[src/rtl/aes_round_ctrl.sv]
// AES round sequencer: drives load/round/key-step strobes for an external datapath.
// Optional block counter output enabled by defining AES_ROUND_CTRL_BLK_CNT_EN.
module aes_round_ctrl #(
  parameter int NUM_ROUNDS   = 10,
  parameter int ROUND_CYCLES = 1
) (
  input  logic        clk,
  input  logic        rst,
  input  logic        in_valid,
  output logic        in_ready,
  output logic        load_en,
  output logic        key_load,
  output logic        round_en,
  output logic        key_step,
  output logic [3:0]  round_idx,
  output logic        skip_mixcol,
  output logic        busy,
  output logic        out_valid,
`ifdef AES_ROUND_CTRL_BLK_CNT_EN
  output logic [15:0] blk_count,
`endif
  input  logic        out_ready
);

  localparam int              CW       = (ROUND_CYCLES > 1) ? $clog2(ROUND_CYCLES) : 1;
  localparam logic [CW-1:0]   CNT_LAST = CW'(ROUND_CYCLES - 1);
  localparam logic [CW-1:0]   CNT_ONE  = CW'(1);
  localparam logic [3:0]      IDX_LAST = 4'(NUM_ROUNDS);

  if (NUM_ROUNDS != 10 && NUM_ROUNDS != 12 && NUM_ROUNDS != 14) begin : g_bad_rounds
    $error("aes_round_ctrl: NUM_ROUNDS must be 10, 12 or 14");
  end
  if (ROUND_CYCLES < 1) begin : g_bad_cycles
    $error("aes_round_ctrl: ROUND_CYCLES must be >= 1");
  end

  typedef enum logic [1:0] {S_IDLE, S_LOAD, S_ROUND, S_DONE} state_t;

  state_t        state_q, state_d;
  logic [CW-1:0] cnt_q, cnt_d;
  logic [3:0]    idx_q, idx_d;
  logic          in_ready_q, in_ready_d;
  logic          load_q, load_d;
  logic          step_q, step_d;
  logic          skip_q, skip_d;
  logic          busy_q, busy_d;
  logic          out_valid_q, out_valid_d;
  logic          out_hs;

  assign out_hs = out_valid_q && out_ready;

  always_comb begin
    state_d = state_q;
    cnt_d   = cnt_q;
    idx_d   = idx_q;
    case (state_q)
      S_IDLE: begin
        idx_d = 4'd0;
        cnt_d = '0;
        if (in_valid && in_ready_q) begin
          state_d = S_LOAD;
        end
      end
      S_LOAD: begin
        state_d = S_ROUND;
        idx_d   = 4'd1;
        cnt_d   = '0;
      end
      S_ROUND: begin
        if (cnt_q == CNT_LAST) begin
          cnt_d = '0;
          if (idx_q == IDX_LAST) begin
            state_d = S_DONE;
          end else begin
            idx_d = idx_q + 4'd1;
          end
        end else begin
          cnt_d = cnt_q + CNT_ONE;
        end
      end
      S_DONE: begin
        if (out_hs) begin
          state_d = S_IDLE;
          idx_d   = 4'd0;
        end
      end
      default: begin
        state_d = S_IDLE;
        idx_d   = 4'd0;
        cnt_d   = '0;
      end
    endcase

    // Outputs are decoded from the next state so every strobe comes straight off a flop.
    in_ready_d  = (state_d == S_IDLE);
    load_d      = (state_d == S_LOAD);
    step_d      = (state_d == S_ROUND) && (cnt_d == CNT_LAST);
    skip_d      = (state_d == S_ROUND) && (idx_d == IDX_LAST);
    busy_d      = (state_d == S_LOAD) || (state_d == S_ROUND);
    out_valid_d = (state_d == S_DONE);
  end

  always_ff @(posedge clk or posedge rst) begin
    if (rst) begin
      state_q     <= S_IDLE;
      cnt_q       <= '0;
      idx_q       <= 4'd0;
      in_ready_q  <= 1'b0;
      load_q      <= 1'b0;
      step_q      <= 1'b0;
      skip_q      <= 1'b0;
      busy_q      <= 1'b0;
      out_valid_q <= 1'b0;
    end else begin
      state_q     <= state_d;
      cnt_q       <= cnt_d;
      idx_q       <= idx_d;
      in_ready_q  <= in_ready_d;
      load_q      <= load_d;
      step_q      <= step_d;
      skip_q      <= skip_d;
      busy_q      <= busy_d;
      out_valid_q <= out_valid_d;
    end
  end

  assign in_ready    = in_ready_q;
  assign load_en     = load_q;
  assign key_load    = load_q;
  assign round_en    = step_q;
  assign key_step    = step_q;
  assign round_idx   = idx_q;
  assign skip_mixcol = skip_q;
  assign busy        = busy_q;
  assign out_valid   = out_valid_q;

`ifdef AES_ROUND_CTRL_BLK_CNT_EN
  logic [15:0] blk_count_q, blk_count_d;

  always_comb begin
    blk_count_d = blk_count_q;
    if (out_hs) begin
      blk_count_d = blk_count_q + 16'd1;
    end
  end

  always_ff @(posedge clk or posedge rst) begin
    if (rst) begin
      blk_count_q <= 16'd0;
    end else begin
      blk_count_q <= blk_count_d;
    end
  end

  assign blk_count = blk_count_q;
`endif

endmodule

[config.mk]
export PLATFORM = sky130hd
export DESIGN_NAME = aes_round_ctrl
export DESIGN_NICKNAME = d
export VERILOG_FILES = /design/src/rtl/aes_round_ctrl.sv
export SDC_FILE = /design/constraint.sdc
export NUM_CORES = 1
export LEC_CHECK = 0
export CELL_PAD_IN_SITES_DETAIL_PLACEMENT = 0
export CELL_PAD_IN_SITES_GLOBAL_PLACEMENT = 1
export CORE_MARGIN = 4
export CORE_UTILIZATION = 25
export CTS_BUF_LIST = sky130_fd_sc_hd__clkbuf_8
export DETAILED_ROUTE_END_ITERATION = 6
export GPL_TIMING_DRIVEN = 0
export PLACE_DENSITY = 0.54
export SLEW_MARGIN = 20
export SYNTH_ARGS = -nofsm -noshare
export SYNTH_HDL_FRONTEND = slang
export SYNTH_SLANG_ARGS = --single-unit
[constraint.sdc]
create_clock -name clk -period 2.06 [get_ports clk]
set_input_delay 0.206 -clock clk [delete_from_list [all_inputs] [get_ports clk]]
set_output_delay 0.206 -clock clk [all_outputs]
set_load 0.01 [all_outputs]
==> key figures <==
Drt
  – DR vias: 525
  – Drt wl/cell: 12.0 um
  – DR DRC count: 0
  – Vias per cell: 4.38
  – First-pass DRT Iterations: 4
  – Total Wirelength: 1440 um
  – ANT nets after route: 0
  – Starting DRC count in detailed routing: 5

Global route
  – Vias in the first global route: 556
  – Largest net degree at the start of global routing: 14
  – First-pass GRT wire length: approximately 2500 um
  – GRT Total Usage: 9.13%
  – Global route overflow: 0
  – Initial antenna violation count: 0

Die
  – Die X: 61.8 um
  – Rows: 19
  – Die Area: 3820 sq um
  – I/O pins: 16
  – CORE AREA: 2760 sq um
  – Die Y: 61.8 um
  – Effective utilization at floorplan: 26.2%

Pwr
  – Gate power share: 56.2%
  – Switching part of the total: between 30% and 40%
  – Max VDD drop: approximately 0.00073 V
  – Clk network pwr share: 15.0%
  – PwrDens: 1500 nW/um^2
  – Switch Pwr: roughly 0.00055 W
  – LEAKAGE: 0.459 nW
  – Power Total: 0.00148 W
  – Int Power: 0.000935 W
  – Part of the power in registers: between 20% and 30%

Setup path
  – CP startpoint: round_idx[0]
  – CP startpoint kind: flop
  – Reg2reg end: skip_mixcol
  – CP endpoint kind: flop
  – Arr. time, crit path: 2.07 ns
  – Worst reg-to-reg path cell count: 9
  – R2r startpoint: round_idx[0]
  – WS Path Type: reg2reg
  – CP required: 2.21 ns
  – Worst Path Max Fanout: 4
  – R2r setup slk: 0.14 ns

Layout
  – Final nets: 100
  – Final Cell Area: 988 sq um
  – Synthesis-to-layout area growth: 36.7%
  – Share of layout cells above drive strength 1: 22.5%
  – Diode count: 0
  – Fillcell total: 281

STA
  – Final WS setup: 0.140 ns
  – Final min period: around 1.9 ns
  – Max-slew headroom: 67.1%
  – Final setup vio count: 0
  – Worst clock skew: 0.00238 ns
  – Crit share post-route: approximately 93%
  – Setup TNS: 0 ns
  – Final-report max-slew violation count: 0
  – Final hold vios: 0
  – Hold WS: 0.283 ns
  – Slew @ Worst Pin: 0.492 ns
  – Max Fclk: between 500 and 600 MHz

Logic synthesis
  – Avg Inst Size Synth: between 10 and 15 sq um
  – Fraction of registers with async set/reset: 100%
  – Cell Area, Synth: 723 sq um
  – Syn_nets: 77
  – Post-synth EDFFs: 0
  – Synth warnings: 0
  – Synth Instances: 67
  – Prevailing post-synth register cell: dfrtp_1
  – Post-synthesis sequential area ratio: 45.0%
  – Yosys reg bits: 13
  – Synth unique cells: 30

Placement
  – Pre-CTS WS: -0.00905 ns
  – Port bufs: 15
  – Cell Area, Placed: 912 sq um
  – DP HPWL: 1070 um
  – GP Congestion: around 0.69

Clock tree
  – Root Buffer: clkbuf_8
  – H-tree lvl count: 1
  – Clock transition at path regs: around 0.050 ns
  – CTS max path bufs: 2
  – TritonCTS clock tree: built
  – CTS Hold Bufs: 0
  – Skew-Pair Late Insertion Delay: 0.24 ns
  – CTS Sinks: 13
  – TritonCTS Buffers: 3

Min path
  – Min-Delay Path Class: in2async

Status
  – Status: finished, final reports clean

Flow run
  – Max Cap Violations: 0
==> registers in the layout, indices dropped and copies added (netlist names) <==
name and flops:
busy 1, out_valid 1, skip_mixcol 1, key_load 1, state_q 2, cnt_q 1
key_step 1, in_ready 1, round_idx 4
==> metrics by stage <==
stage | util [%] | std cells
floorplan | - | 67
CTS | 34.8 | 117
detailed placement | 33.1 | 113
global route | 35.8 | 120
finish | 35.8 | 120
global placement | 33.1 | 113
==> how the worst max path moves through the flow <==
stage / to / slack, ns / cells past startpoint
after global placement: skip_mixcol / -0.03 / 9
after CTS: skip_mixcol / 0.04 / 9
final: skip_mixcol / 0.14 / 9
after detailed placement: skip_mixcol / -0.009 / 9
after global routing: skip_mixcol / -0.003 / 9
after floorplan: skip_mixcol / 0.21 / 9
==> synth_stat cells, types with 2 or more instances <==
master | number | area (sq um)
dfrtp_1 | 13 | 325
ha_1 | 6 | 75.1
nand2_1 | 6 | 22.5
inv_1 | 5 | 18.8
nor2b_1 | 4 | 25.0
and2_1 | 3 | 18.8
buf_4 | 3 | 22.5
nor2_1 | 3 | 11.3
o21a_1 | 2 | 15.0
o21ai_0 | 2 | 10.0
==> critical path, stage by stage (launching register included) <==
cell and delay, ns:
dfrtp_2 0.38, inv_1 0.07, ha_1 0.20, nand3b_1 0.15, nor2_1 0.07, a21oi_2 0.17
o21a_1 0.16, ha_2 0.19, a21boi_1 0.17, nor4bb_4 0.29
==> power by group through the flow <==
stage                     sequential (W)  combinational [W]  clock, W
final                           0.000426           0.000832  0.000222
after global placement          0.000435           0.000805         0
after CTS                       0.000436           0.000788  0.000229
after global routing            0.000440           0.000940  0.000239
after detailed placement        0.000436           0.000783         0
after floorplan                 0.000454           0.000490         0
==> kinds of logic after synthesis <==
logic type	Yosys count	share of synthesized area [%]
simple gates	26	23.5
flops	13	45.0
compound gates	12	12.5
buf+inv	9	7.27
fa+ha+maj	6	10.4
mux	1	1.38
==> layer usage <==
layer | up-vias | global-route usage (%) | routed length [um]
met5 | - | 0 | 0
met4 | 0 | 7.27 | 48
met3 | 5 | 2.07 | 39
met2 | 11 | 13.2 | 648
met1 | 239 | 11.6 | 706
li1 | 270 | - | -
==> cell usage in the layout (no fill, tap or decap), drive strengths merged <==
cell type | netlist | layout
and3b | 1 | 1
clkdlybuf4s50 | 0 | 15
nor4b | 1 | 1
a21oi | 1 | 1
dfrtp | 13 | 13
buf | 4 | 7
nand3 | 1 | 1
o21a | 2 | 2
nor4bb | 1 | 1
mux2i | 1 | 1
nand4b | 1 | 1
and3 | 1 | 1
nand3b | 1 | 1
o21ai | 3 | 3
nand2 | 6 | 6
ha | 6 | 6
a22oi | 1 | 1
a32o | 1 | 1
a31oi | 1 | 1
and2 | 3 | 3
inv | 5 | 6
nor2b | 5 | 5
clkbuf | 0 | 3
nor2 | 3 | 3
or3 | 1 | 1
o22ai | 1 | 1
a21boi | 1 | 1
nand2b | 1 | 1
o211ai | 1 | 1
==> what timing repair did <==
item                                    in CTS  in global routing
endpoints found under the setup margin       1                  1
resized for setup                            1                  3
buffers inserted                             0                  3
cloned                                       0                  0
==> layout make-up <==
type / count / area, sq um / share of cell area (%)
sequential: 13 / 328 / 33.2
clock buffer: 3 / 41.3 / 4.18
multi-input combinational: 45 / 352 / 35.6
clock inverter: 1 / 3.75 / 0.380
buffer: 4 / 33.8 / 3.42
tap: 31 / 38.8 / 3.92
inverter: 5 / 18.8 / 1.90
timing repair buffer: 18 / 173 / 17.5
Note: power is estimated with default switching activity, not from simulation.
==> RTL edit 1: new RTL, same settings <==
The 4 states of `state_t` get a one-hot encoding in 4 bits.
--- a/src/rtl/aes_round_ctrl.sv
+++ b/src/rtl/aes_round_ctrl.sv
@@ -34,7 +34,7 @@
     $error("aes_round_ctrl: ROUND_CYCLES must be >= 1");
   end
 
-  typedef enum logic [1:0] {S_IDLE, S_LOAD, S_ROUND, S_DONE} state_t;
+  typedef enum logic [3:0] {S_IDLE = 4'b0001, S_LOAD = 4'b0010, S_ROUND = 4'b0100, S_DONE = 4'b1000} state_t;
 
   state_t        state_q, state_d;
   logic [CW-1:0] cnt_q, cnt_d;
Check against the original RTL: same outputs for any inputs over 10 cycles, from zero or initial values and one cycle with rst high; not proved beyond that.
==> RTL edit 1 against the unedited design <==
Area after synthesis is 9.2% higher; global-route usage decreased by 0.16 points; sequential cell count is 2 higher; setup slack gained 0.048 ns; die area up 8.0%; count of clock-buffer cells in the layout unchanged; routed wire length rose by 16%; hold slack gained 0.037 ns; cell area grew 5.3%; first-iteration DRC count rose to 3.0 times the old value.
Power is not compared: it rests on default switching activity, and its combinational part moved more than twofold at a synthesized area within 25%.
==> RTL edit 1: results (changes against the unedited design) <==
| Metric | Value |
|---|---|
| Residual DRC | `0 (unchanged)` |
| Main synth FF type | `dfrtp_1 (unchanged)` |
| 1st-iter DRT viols | `15 (was 5)` |
| Initial antenna violation count | `0 (unchanged)` |
| First-pass GRT wire length | `2790 um (was 2470 um)` |
| Post_cts resized | `0 (was 1)` |
| Pre-CTS setup slack | `0.181 ns (was -0.00905 ns)` |
| Share of post-route cells with drive strength above 1 | `0.160 (was 0.225)` |
| Total Routing Usage GR | `0.0897 (was 0.0913)` |
| Vias in the first global route | `582 (was 556)` |
| Seq. pwr | `0.425 mW` |
| Ys async rst share | `1.00 (unchanged)` |
| Buffers added on ports | `15 (unchanged)` |
| Synth area leaders | `dfrtp_1, o21ai_0, nor4b_2 (was dfrtp_1, ha_1, nor2b_1)` |
| Via density | `4.55 (was 4.38)` |
| Fillers | `321 (was 281)` |
| Worst-path clk slew | `0.06 ns` |
| CP arrival | `2.01 ns (was 2.07 ns)` |
| H-Tree Depth | `1 (unchanged)` |
| TritonRoute pass-1 iters | `4 (unchanged)` |
| Crit-path slowest cell | `dfrtp_1 (was dfrtp_2)` |
| Largest net degree at the start of global routing | `16 (was 14)` |
| Status | `complete, no violations (unchanged)` |
| Max VDD drop | `0.304 mV` |
| Worst Skew | `0.00524 ns (was 0.00238 ns)` |
| Setup bufs post-CTS | `0 (unchanged)` |
| CP Launch Point | `round_idx[0] (unchanged)` |
| Sw Pwr | `0.293 mW` |
| CTS Buf Count | `3 (unchanged)` |
| Clock buffer depth | `2 (unchanged)` |
| Syn nets | `81 (was 77)` |
| Synth cell types | `35 (was 30)` |
| CP max stage delay | `0.43 ns (was 0.38 ns)` |
| Sequential area share after synthesis | `0.477 (was 0.450)` |
| Clock Latency Late Sink | `0.25 ns` |
| Actual slew at the worst max-slew pin | `0.589 ns (was 0.492 ns)` |
| Mean routed wirelength per cell | `12.1 um (was 12.0 um)` |
| Worst-path maximum fanout | `6 (was 4)` |
| Routability cong. | `0.729 (was 0.694)` |
| Nets | `101 (was 100)` |
| Post-DP HPWL | `1220 um (was 1070 um)` |
| Synth warn | `0 (unchanged)` |
| Synth cell count leaders | `dfrtp_1, o21ai_0, inv_1, nor2_1 (was dfrtp_1, ha_1, nand2_1, inv_1, nor2b_1)` |
-- RTL edit 1: metrics by stage --
| step | utilization | instance area (um^2) | cells |
|---|---|---|---|
| after floorplan | - | 790 | 75 |
| after global placement | 0.329 | 995 | 134 |
| after detailed placement | 0.329 | 995 | 134 |
| after CTS | 0.344 | 1040 | 138 |
| after global routing | 0.344 | 1040 | 138 |
| final | 0.344 | 1040 | 138 |
-- RTL edit 1: layer usage --
layer  global-route usage  up-vias  share of wire
met4               0.0475        0              0
met2                0.121       12           0.46
met5                    0        -              0
met1                0.122      304           0.50
li1                     -      312              -
met3               0.0334        0          0.035
-- RTL edit 1: kinds of logic after synthesis --
family | Yosys count | synth area share
simple gates | 28 | 0.247
compound gates | 21 | 0.179
flops | 15 | 0.477
buf+inv | 8 | 0.0523
fa+ha+maj | 2 | 0.0317
mux | 1 | 0.0127
-- RTL edit 1: final cells by class --
type	count	area (um^2)	share of cell area
flip-flops and latches	15	377	0.362
multi-input cells	52	372	0.357
repair buffers	15	150	0.144
well taps	44	55.1	0.0529
clock buffers	3	41.3	0.0397
plain buffers	3	22.5	0.0216
inverters	5	18.8	0.0180
clock inverters	1	5.00	0.00481
-- RTL edit 1: critical path: cells and delay by family, from the launching register on --
kind | cells | cell delay [ns]
buf+inv | 1 | 0.06
compound gates | 2 | 0.47
flops | 1 | 0.43
fa+ha+maj | 1 | 0.28
simple gates | 2 | 0.51
-- RTL edit 1: final timing paths --
check | cells after the start | slack, ns | to
setup / recovery | 6 | 0.19 | skip_mixcol
hold / removal | 2 | 0.32 | state_q[3]
setup reg to reg | 6 | 0.19 | skip_mixcol
hold reg to reg | 2 | 0.56 | key_step
max in group asynchronous | 2 | 1.35 | cnt_q
min in group clk | 2 | 0.56 | key_step
==> RTL edit 2: new RTL, config.mk and constraints unchanged <==
Without the edit above. The option `AES_ROUND_CTRL_BLK_CNT_EN` is turned on by a define.
--- a/src/rtl/aes_round_ctrl.sv
+++ b/src/rtl/aes_round_ctrl.sv
@@ -1,5 +1,7 @@
 // AES round sequencer: drives load/round/key-step strobes for an external datapath.
 // Optional block counter output enabled by defining AES_ROUND_CTRL_BLK_CNT_EN.
+`define AES_ROUND_CTRL_BLK_CNT_EN
+
 module aes_round_ctrl #(
   parameter int NUM_ROUNDS   = 10,
   parameter int ROUND_CYCLES = 1
Function (old outputs only; new: blk_count): kept (Yosys induction, for registers that start in step).
==> RTL edit 2 against the unedited design <==
Sequential cell count rose by 16; synthesized cell count is 78% higher; setup slack better by 0.088 ns; power up 45%; cell area up 88%; first-iteration DRC count rose to 6.2 times the old value; critical endpoint unchanged; non-clock buffer count rose by 13; count of clock-buffer cells in the layout rose by 2; routed wire length rose by 100%; clock power rose by 93%; utilization down 0.32 points; area after synthesis increased by 91%.
==> RTL edit 2: results (changes against the unedited design) <==
| Metric | Value |
|---|---|
| Cell Area, Placed | `0.00178 mm^2 (was 912 um^2)` |
| Met1 wire length | `1380 um (was 706 um)` |
| Status | `complete, no violations (unchanged)` |
| Pwr/cell area | `1160 mW/mm^2 (was 1500 mW/mm^2)` |
| Post-Synth Adder-Cell Area | `0.0634 (was 0.104)` |
| Post-DP HPWL | `2120 um (was 1070 um)` |
| First-pass GRT wire length | `4920 um (was 2470 um)` |
| Max VDD drop | `0.388 mV (was 0.733 mV)` |
| NonClk Buf Share | `0.183 (was 0.209)` |
| Post-Place Cells | `220 (was 113)` |
| Sw Pwr | `0.764 mW (was 0.545 mW)` |
| Synth Area in XOR/XNOR | `0.101 (was 0)` |
| Met1 usage | `0.124 (was 0.116)` |
| #MultiIn Comb | `80 (was 45)` |
| Fraction of area in multi-input gates | `0.324 (was 0.356)` |
| Met3 usage | `0.0293 (was 0.0207)` |
| Hold_ws | `0.342 ns (was 0.283 ns)` |
| Via density | `4.43 (was 4.38)` |
| Largest net degree at the start of global routing | `30 (was 14)` |
| Max reg flops | `16 (was 4)` |
| Vias in the first global route | `1032 (was 556)` |
| Synth area leaders | `dfrtp_1, ha_1, xnor2_1 (was dfrtp_1, ha_1, nor2b_1)` |
| Share of post-route cells with drive strength above 1 | `0.120 (was 0.225)` |
| Clock Buffer Count | `5 (was 3)` |
| Non-clk bufs | `35 (was 22)` |
| Synth cell count leaders | `dfrtp_1, nand2_1, xnor2_1, nor2_1 (was dfrtp_1, ha_1, nand2_1, inv_1, nor2b_1)` |
| Worst Skew | `0.00658 ns (was 0.00238 ns)` |
| Sequential area share after synthesis | `0.525 (was 0.450)` |
| FF-to-FF path depth | `8 (was 9)` |
-- RTL edit 2: changes by cell type after synthesis, moves of 2 or more --
cell | unedited run | this run
a21oi_1 | 1 | 3
and2_1 | 3 | 0
and3_1 | 0 | 4
and4_1 | 0 | 4
dfrtp_1 | 13 | 29
nand2_1 | 6 | 10
nand3_1 | 1 | 3
nand4_1 | 0 | 4
nor2_1 | 3 | 8
nor2b_1 | 4 | 1
o21a_1 | 2 | 0
o21ai_0 | 2 | 0
xnor2_1 | 0 | 9
xor2_1 | 0 | 7
-- RTL edit 2: critical path, cell delays in order, from the launching register on --
cell and delay, ns:
dfrtp_2 0.45, inv_1 0.06, ha_1 0.21, nand3b_1 0.17, o31ai_1 0.10, a32oi_1 0.26, ha_1 0.22, nand2_1 0.08
nor4_2 0.18
-- RTL edit 2: timing repair --
action,4_1_cts,5_1_grt
setup endpoints to repair,0,1
resized for setup,0,1
hold buffers,0,0
